### config.mk
export PLATFORM = sky130hd
export DESIGN_NAME = mux_scan_capture
export DESIGN_NICKNAME = d
export VERILOG_FILES = /design/src/rtl/scan_pkg.sv /design/src/rtl/slot_bank.sv /design/src/rtl/mux_scan_capture.sv
export SDC_FILE = /design/constraint.sdc
export NUM_CORES = 1
export LEC_CHECK = 0
export ABC_CLOCK_PERIOD_IN_PS = 4100
export BUFFER_PORTS_ARGS = -buffer_cell sky130_fd_sc_hd__buf_2
export CAP_MARGIN = 40
export CORE_MARGIN = 5
export CORE_UTILIZATION = 55
export CTS_CLUSTER_SIZE = 25
export DETAILED_ROUTE_END_ITERATION = 10
export PLACE_DENSITY = 0.79
export SYNTH_ARGS = -nofsm -noshare
export SYNTH_HDL_FRONTEND = slang
export SYNTH_SLANG_ARGS = --single-unit
### constraint.sdc
create_clock -name clk -period 4.1 [get_ports clk]
set_input_delay 0.41 -clock clk [delete_from_list [all_inputs] [get_ports clk]]
set_output_delay 0.41 -clock clk [all_outputs]
set_load 0.005 [all_outputs]
### src/rtl/scan_pkg.sv
// Shared definitions for the mux scan/capture sequencer.
// Provides the sequencer state type and the fixed geometry of the scanned mux:
//   NUM_SRC - number of mux sources scanned
//   WIDTH   - width of each mux data word
//   SEL_W   - width of the mux select
//   CNT_W   - width of the settle-time counter (settle range 0..7)
//   SNAP_W  - width of the packed snapshot
package scan_pkg;

    localparam int unsigned NUM_SRC = 6;
    localparam int unsigned WIDTH   = 4;
    localparam int unsigned SEL_W   = 3;
    localparam int unsigned CNT_W   = 3;
    localparam int unsigned SNAP_W  = NUM_SRC * WIDTH;

    typedef enum logic [1:0] {
        StIdle,
        StScan,
        StHold
    } scan_state_t;

endpackage

### src/rtl/slot_bank.sv
// Bank of NUM_SRC capture registers, one per mux source.
// Ports:
//   clk, rst_n - clock and asynchronous active-low reset (clears all slots)
//   we         - write enable for the slot selected by idx
//   idx        - slot index; values >= NUM_SRC write nothing
//   d          - data written into slot[idx]
//   q          - packed contents, slot i in bits [i*WIDTH +: WIDTH]
module slot_bank
    import scan_pkg::*;
(
    input  logic              clk,
    input  logic              rst_n,
    input  logic              we,
    input  logic [SEL_W-1:0]  idx,
    input  logic [WIDTH-1:0]  d,
    output logic [SNAP_W-1:0] q
);

    for (genvar i = 0; i < NUM_SRC; i++) begin : g_slot
        logic [WIDTH-1:0] slot_q;

        always_ff @(posedge clk or negedge rst_n) begin
            if (!rst_n) begin
                slot_q <= '0;
            end else if (we && (idx == SEL_W'(i))) begin
                slot_q <= d;
            end
        end

        assign q[i*WIDTH +: WIDTH] = slot_q;
    end

endmodule

### src/rtl/mux_scan_capture.sv
// Scan sequencer for the ALU result mux: steps the select through every source,
// waits SETTLE cycles on each, captures the mux output into a slot register and
// offers the packed snapshot over a valid/ready handshake.
// Ports:
//   clk, rst_n - clock and asynchronous active-low reset
//   start_i    - scan request (dropped requests set ovr_o)
//   sel_o      - select driven to the mux, always 0..NUM_SRC-1
//   din_i      - mux output, combinational from sel_o
//   snap_o     - packed snapshot, slot i at bits [4i+3:4i]
//   valid_o    - snapshot complete and stable
//   ready_i    - consumer accepts the snapshot (only meaningful in HOLD)
//   busy_o     - scan or hold in progress
//   ovr_o      - sticky: a start request was dropped since the last accepted start
module mux_scan_capture
    import scan_pkg::*;
#(
    parameter int unsigned SETTLE = 1
) (
    input  logic              clk,
    input  logic              rst_n,
    input  logic              start_i,
    output logic [SEL_W-1:0]  sel_o,
    input  logic [WIDTH-1:0]  din_i,
    output logic [SNAP_W-1:0] snap_o,
    output logic              valid_o,
    input  logic              ready_i,
    output logic              busy_o,
    output logic              ovr_o
);

    localparam logic [CNT_W-1:0] SettleCnt = CNT_W'(SETTLE);
    localparam logic [SEL_W-1:0] LastSel   = SEL_W'(NUM_SRC - 1);

    scan_state_t      state_q, state_d;
    logic [SEL_W-1:0] sel_q, sel_d;
    logic [CNT_W-1:0] cnt_q, cnt_d;
    logic             valid_q, valid_d;
    logic             ovr_q, ovr_d;
    logic             slot_we;

    always_comb begin
        state_d = state_q;
        sel_d   = sel_q;
        cnt_d   = cnt_q;
        valid_d = valid_q;
        ovr_d   = ovr_q;
        slot_we = 1'b0;

        unique case (state_q)
            StIdle: begin
                if (start_i) begin
                    sel_d   = '0;
                    cnt_d   = SettleCnt;
                    ovr_d   = 1'b0;
                    state_d = StScan;
                end
            end
            StScan: begin
                if (start_i) begin
                    ovr_d = 1'b1;
                end
                if (cnt_q != '0) begin
                    cnt_d = cnt_q - CNT_W'(1);
                end else begin
                    // Settle time elapsed: din_i now reflects the current select.
                    slot_we = 1'b1;
                    if (sel_q == LastSel) begin
                        state_d = StHold;
                        valid_d = 1'b1;
                    end else begin
                        sel_d = sel_q + SEL_W'(1);
                        cnt_d = SettleCnt;
                    end
                end
            end
            StHold: begin
                if (ready_i) begin
                    valid_d = 1'b0;
                    sel_d   = '0;
                    if (start_i) begin
                        // Restart in the handshake cycle: no idle cycle between scans.
                        cnt_d   = SettleCnt;
                        ovr_d   = 1'b0;
                        state_d = StScan;
                    end else begin
                        state_d = StIdle;
                    end
                end else if (start_i) begin
                    ovr_d = 1'b1;
                end
            end
            default: begin
                state_d = StIdle;
            end
        endcase
    end

    always_ff @(posedge clk or negedge rst_n) begin
        if (!rst_n) begin
            state_q <= StIdle;
            sel_q   <= '0;
            cnt_q   <= '0;
            valid_q <= 1'b0;
            ovr_q   <= 1'b0;
        end else begin
            state_q <= state_d;
            sel_q   <= sel_d;
            cnt_q   <= cnt_d;
            valid_q <= valid_d;
            ovr_q   <= ovr_d;
        end
    end

    slot_bank u_slot_bank (
        .clk   (clk),
        .rst_n (rst_n),
        .we    (slot_we),
        .idx   (sel_q),
        .d     (din_i),
        .q     (snap_o)
    );

    assign sel_o   = sel_q;
    assign valid_o = valid_q;
    assign ovr_o   = ovr_q;
    assign busy_o  = (state_q != StIdle);

endmodule

* After elaboration in Yosys (flattened, before gate mapping)
Cells that the tools add are included.
** Cells by class
- $add $sub $neg :: 2
- Muxes and demuxes :: 26
- Eq/ne operators :: 13
- Reduce and logical (&&, ||, !) cells :: 16
** Operators by type and width (count)
- 2-to-1 mux 3 bit :: 8
- case mux 3 bit (3 select lines) :: 2
- inequality test 2 bit, second input constant :: 5
- 2-to-1 mux 1 bit :: 9
- 2-to-1 mux 2 bit :: 4
- AND reduction 4 bit :: 2
- equality test 3 x 2 -> 1 bit, second input constant :: 2
- equality test 3 bit, second input constant :: 2
- logical AND 1 bit :: 6
- case mux 2 bit (3 select lines) :: 1
- nonzero test 3 bit :: 2
- AND reduction 5 bit :: 1
- nonzero test 2 bit :: 2
- adder 3 x 1 -> 3 bit, second input constant :: 1
- equality test 3 x 1 -> 1 bit, second input constant :: 1
- logical NOT 3 bit :: 1
- inequality test 3 bit, second input constant :: 1
- case mux 1 bit (3 select lines) :: 1
- AND reduction 3 bit :: 1
- subtractor 3 x 1 -> 3 bit, second input constant :: 1
- equality test 2 x 1 -> 1 bit, second input constant :: 1
- equality test 2 bit, second input constant :: 1
- logical NOT 2 bit :: 1
- case mux 1 bit (2 select lines) :: 1
** Storage, ports and cells
- Bits in registers :: 34

* Logic depth before layout (Yosys ltp)
- Depth after elaboration :: 4
- Depth in mapped cells :: 6
- Depth with buffers taken out :: 6

* Cells and area by module
A second synthesis with hierarchy kept.
** Second synthesis, totals
- Cells, all modules :: 122
- Area total of the unflattened synthesis :: 1629.1 um^2
** Modules (own cells, without submodules)
- slot_bank :: cells an instance 54, area an instance 975.9 um^2, times used 1
- mux_scan_capture :: cells an instance 68, area an instance 653.1 um^2, times used 1

* Worst setup path before layout
Ideal clock, no wire load.
- Path kind :: register to register
- Start :: reg sel_q[1], in the netlist sel_o[1]
- End :: reg sel_q[0], in the netlist sel_o[0]
- Stages on the path, launching flop included :: 6
- Setup time :: 0.069 ns
- Data arrival time :: 1.674 ns
- Period minus slack after synthesis :: 1.743 ns
- Path slack :: 2.357 ns
- Cell sequence :: dfrtp_1 > inv_1 > ha_1 > a2111o_1 > or4b_1 > nand3_1
** On the way
- Longest elaborated chain between the ends :: 3
** Ends and longest elaborated chain
- start, declared :: RTL line mux_scan_capture.sv:35 : logic [SEL_W-1:0] sel_q, sel_d;
- start signal, assigned :: RTL line mux_scan_capture.sv:107 : sel_q <= sel_d;
- equality test 3 bit :: RTL line mux_scan_capture.sv:67 : if (sel_q == LastSel) begin
- inequality test 2 bit (no source line)
- AND reduction 5 bit (no source line)
Every way passes these cells.
A chain may end at the register's enable or synchronous reset.

* Final worst setup path
- Start :: reg state_q[1]
- End :: reg u_slot_bank.g_slot[5].slot_q[1]
** On the way
- Longest elaborated chain between the ends :: 3
** Ends and longest elaborated chain
- start, declared :: RTL line mux_scan_capture.sv:34 : scan_state_t state_q, state_d;
- start signal, assigned :: RTL line mux_scan_capture.sv:100 : state_q <= StIdle;
- start signal, assigned :: RTL line mux_scan_capture.sv:106 : state_q <= state_d;
- equality test 2 x 1 -> 1 bit :: RTL line mux_scan_capture.sv:49 : unique case (state_q)
- 2-to-1 mux 1 bit :: RTL line mux_scan_capture.sv:49
- logical AND 1 bit :: RTL line slot_bank.sv:25 : end else if (we && (idx == SEL_W'(i))) begin
- end signal, assigned :: RTL line slot_bank.sv:24 : slot_q <= '0;
- end signal, assigned :: RTL line slot_bank.sv:26 : slot_q <= d;
- end, declared :: RTL line slot_bank.sv:20 : logic [WIDTH-1:0] slot_q;
Every way passes these cells.

==> results.py <==
metrics = {
    "clock_tree": {
        "clock_sinks": 34,
        "cts_buffer_depth": 2,
        "ctsHoldBuffers": 0,
        "clkLatencyLatePin_ns": 0.33,
        "cts_root_buffer": "clkbuf_4",
        "clk_pin_slew_worst_paths_ns": 0.11,
        "cts-htree-levels": 2,
        "cts_buffers": 5,
        "cts_tree": "built",
        "post_cts_resized": 0,
        "post_cts.repair.setup_buffers": 0,
    },
    "synth": {
        "postSynthAreaPerCell_sq_um": 12.2,
        "yosysSeqAreaShare": 0.530,
        "synth_area_sq_um": 1610,
        "yosysWarnings": 0,
        "synth_seq_cells": 34,
        "syn_nets": 150,
        "syn_inst": 132,
        "synth_top_area_cell": "dfrtp_1",
        "synthTopCellsByArea": "dfrtp_1, mux2_2, ha_1",
        "synth_cell_types": 29,
        "yosys.area.top_type_share": 0.530,
    },
    "sta": {
        "hold_viol": 0,
        "maxSlewViolCount": 0,
        "skew_ns": 0.00379,
        "hold_slack_ns": 0.123,
        "max_clock_freq_ghz": 0.472,
        "relSlewSlack": 0.454,
        "layout_min_cycle_time_ns": 2.12,
        "setup_ws_ns": 1.98,
        "setup_violations": 0,
        "worstMarginPinSlew_ns": 0.809,
        "rsz0062_at_grt": "false",
        "tns_ns": 0,
        "period_share": 0.517,
    },
    "cells_and_area": {
        "layout_common_cells": "buf_2, dfrtp_1, mux2_2, ha_1, nand3_1",
        "num-fill-cells": 197,
        "multi_input_area_sq_um": 714,
        "fin_area_sq_um": 1880,
        "fin_cells": 206,
        "layout-drive-gt1-share": 0.406,
        "fin_util": 0.676,
        "fin_nets": 192,
        "seqCellArea_sq_um": 851,
        "syn_to_final_growth_pct": 17.0,
        "final_common_cell": "buf_2",
        "antenna_cells": 0,
    },
    "setup_path": {
        "cp_cell_sequence": "inv_1 > ha_1 > nand2b_1 > nor2_2 > nand3_1 > mux2_2",
        "required_ns": 4.32,
        "cp.arrival_ns": 2.34,
        "start_kind": "register",
        "worstSetupEndpointType": "register",
        "cp_slowest_cell": "ha_1",
        "path_class": "reg -> reg",
        "cpPeakStageDelay_ns": 0.45,
        "crit_family": "simple AND/OR/NAND/NOR gates",
        "crit_buf_inv": 1,
        "critPathMaxFanout": 16,
    },
    "floorplanning": {
        "die_y_microns": 64.0,
        "dieArea_sq_um": 4100,
        "ios": 38,
        "die_w_microns": 64.0,
        "start_util": 0.578,
        "rows": 19,
        "coreArea_sq_um": 2780,
    },
    "flow_run": {
        "cap_viol_max_count": 0,
    },
    "place": {
        "pre_cts_ws_ns": 2.00,
        "placed_cells": 198,
        "routabilityCongestion": 0.803,
        "dpl_cell_area_sq_um": 1820,
        "port_buffers": 37,
        "dp_hpwl_microns": 2500,
    },
    "detailed_routing": {
        "via_count": 1163,
        "ant_nets": 0,
        "first_iter_violations": 35,
        "detail_route.wirelength_microns": 3370,
        "wl_per_cell_microns": 16.4,
        "drc": 0,
        "via_per_inst": 5.65,
        "detail_route.first_pass.iterations": 4,
    },
    "power_and_ir_drop": {
        "p_per_area_nw_per_um2": 709,
        "p_int_mw": 0.860,
        "swShare": 0.355,
        "p_comb_frac": 0.416,
        "seq_power_share": 0.437,
        "switching_power_mw": 0.473,
        "power_mw": 1.33,
        "pwr-share-clk": 0.146,
        "ir_drop_uv": 583,
        "p_leak_nw": 0.911,
    },
    "global_route": {
        "overflow": 0,
        "grtUsageTotal": 0.177,
        "grt_pass1_vias": 1192,
        "grt_max_degree": 35,
        "grt_first_pass_wirelength_microns": 5710,
        "antenna_found_initial": 0,
    },
    "run_status": {
        "outcome": "completed",
    },
    "worst_hold_path": {
        "min_path_type": "in -> async",
    },
}
## cells by family (layout without fill, tap and decap cells)
family                     count (synthesis)  count (layout)  share of synthesized area
and+or+nand+nor                           35              35                      0.112
DFF                                       34              34                      0.530
muxes                                     25              25                      0.175
AOI/OAI and AO/OA                         19              19                     0.0794
adders and majority gates                 10              10                     0.0779
buffers and inverters                      9              52                     0.0257
## per-layer routing
layer	part of all wire	track usage	up-vias
li1	-	-	558
met1	0.43	0.224	574
met2	0.51	0.295	29
met3	0.047	0.0438	2
met4	0.0080	0.0623	0
met5	0	0	-
## worst paths after layout
path	to	slack [ns]	start	depth (start not counted)
worst min-delay path	sel_o[0]$_DFFE_PN0P_	0.12	rst_n	1
max in group asynchronous	u_slot_bank.g_slot[3].slot_q[2]$_DFFE_PN0P_	3.51	rst_n	1
worst min register to register	ovr_o$_DFFE_PN0N_	0.51	ovr_o$_DFFE_PN0N_	2
min in group clk	ovr_o$_DFFE_PN0N_	0.35	start_i	3
worst max register to register	u_slot_bank.g_slot[5].slot_q[1]$_DFFE_PN0P_	1.98	state_q[1]$_DFFE_PN0P_	6
worst max-delay path	u_slot_bank.g_slot[5].slot_q[1]$_DFFE_PN0P_	1.98	state_q[1]$_DFFE_PN0P_	6
## state kept, by name, summed over array words and instances, names as in the netlist
name and cells:
cnt_q 3, ovr_o 1, sel_o 3, state_q 2, u_slot_bank.g_slot.slot_q 24, valid_o 1
## cell usage after synthesis
library cell and number:
o21ai_0 3, a31oi_1 1, mux2_2 25, or4b_1 1, o311ai_0 1, dfrtp_1 34, ha_1 10, nor4_1 1
nor3_1 1, nor2_2 1, o31ai_1 2, buf_6 1, or4_1 2, clkbuf_1 1, inv_1 7, a21oi_1 6
nor2_1 7, o22ai_1 1, a2111o_1 1, nand3b_1 1, nand3_1 8, a32o_1 1, nand2b_1 3, nand2_1 7
and3_1 1, nor2b_1 2, a22o_1 1, a21boi_0 1, o22a_1 1
## power groups by stage
| stage | logic, mW | registers (mW) | clock network (mW) |
|---|---|---|---|
| 6_report | 0.555 | 0.583 | 0.195 |
| 5_1_grt | 0.624 | 0.605 | 0.218 |
| 3_3_place_gp | 0.542 | 0.579 | 0 |
| 4_1_cts | 0.564 | 0.582 | 0.201 |
| 2_1_floorplan | 0.336 | 0.586 | 0 |
| 3_5_place_dp | 0.561 | 0.587 | 0 |
## worst reg2reg max path, stage by stage (launching register included)
cell	delay, ns
dfrtp_1	0.44
inv_1	0.11
ha_1	0.45
nand2b_1	0.14
nor2_2	0.24
nand3_1	0.29
mux2_2	0.35
## cell type report
cell class | count | share of cell area
timing repair buffer | 37 | 0.0985
sequential | 34 | 0.453
inverter | 7 | 0.0140
clock inverter | 2 | 0.00666
clock buffer | 6 | 0.0273
tap | 31 | 0.0206
multi-input combinational | 89 | 0.380
No activity file was read; power rests on OpenSTA's default activity.
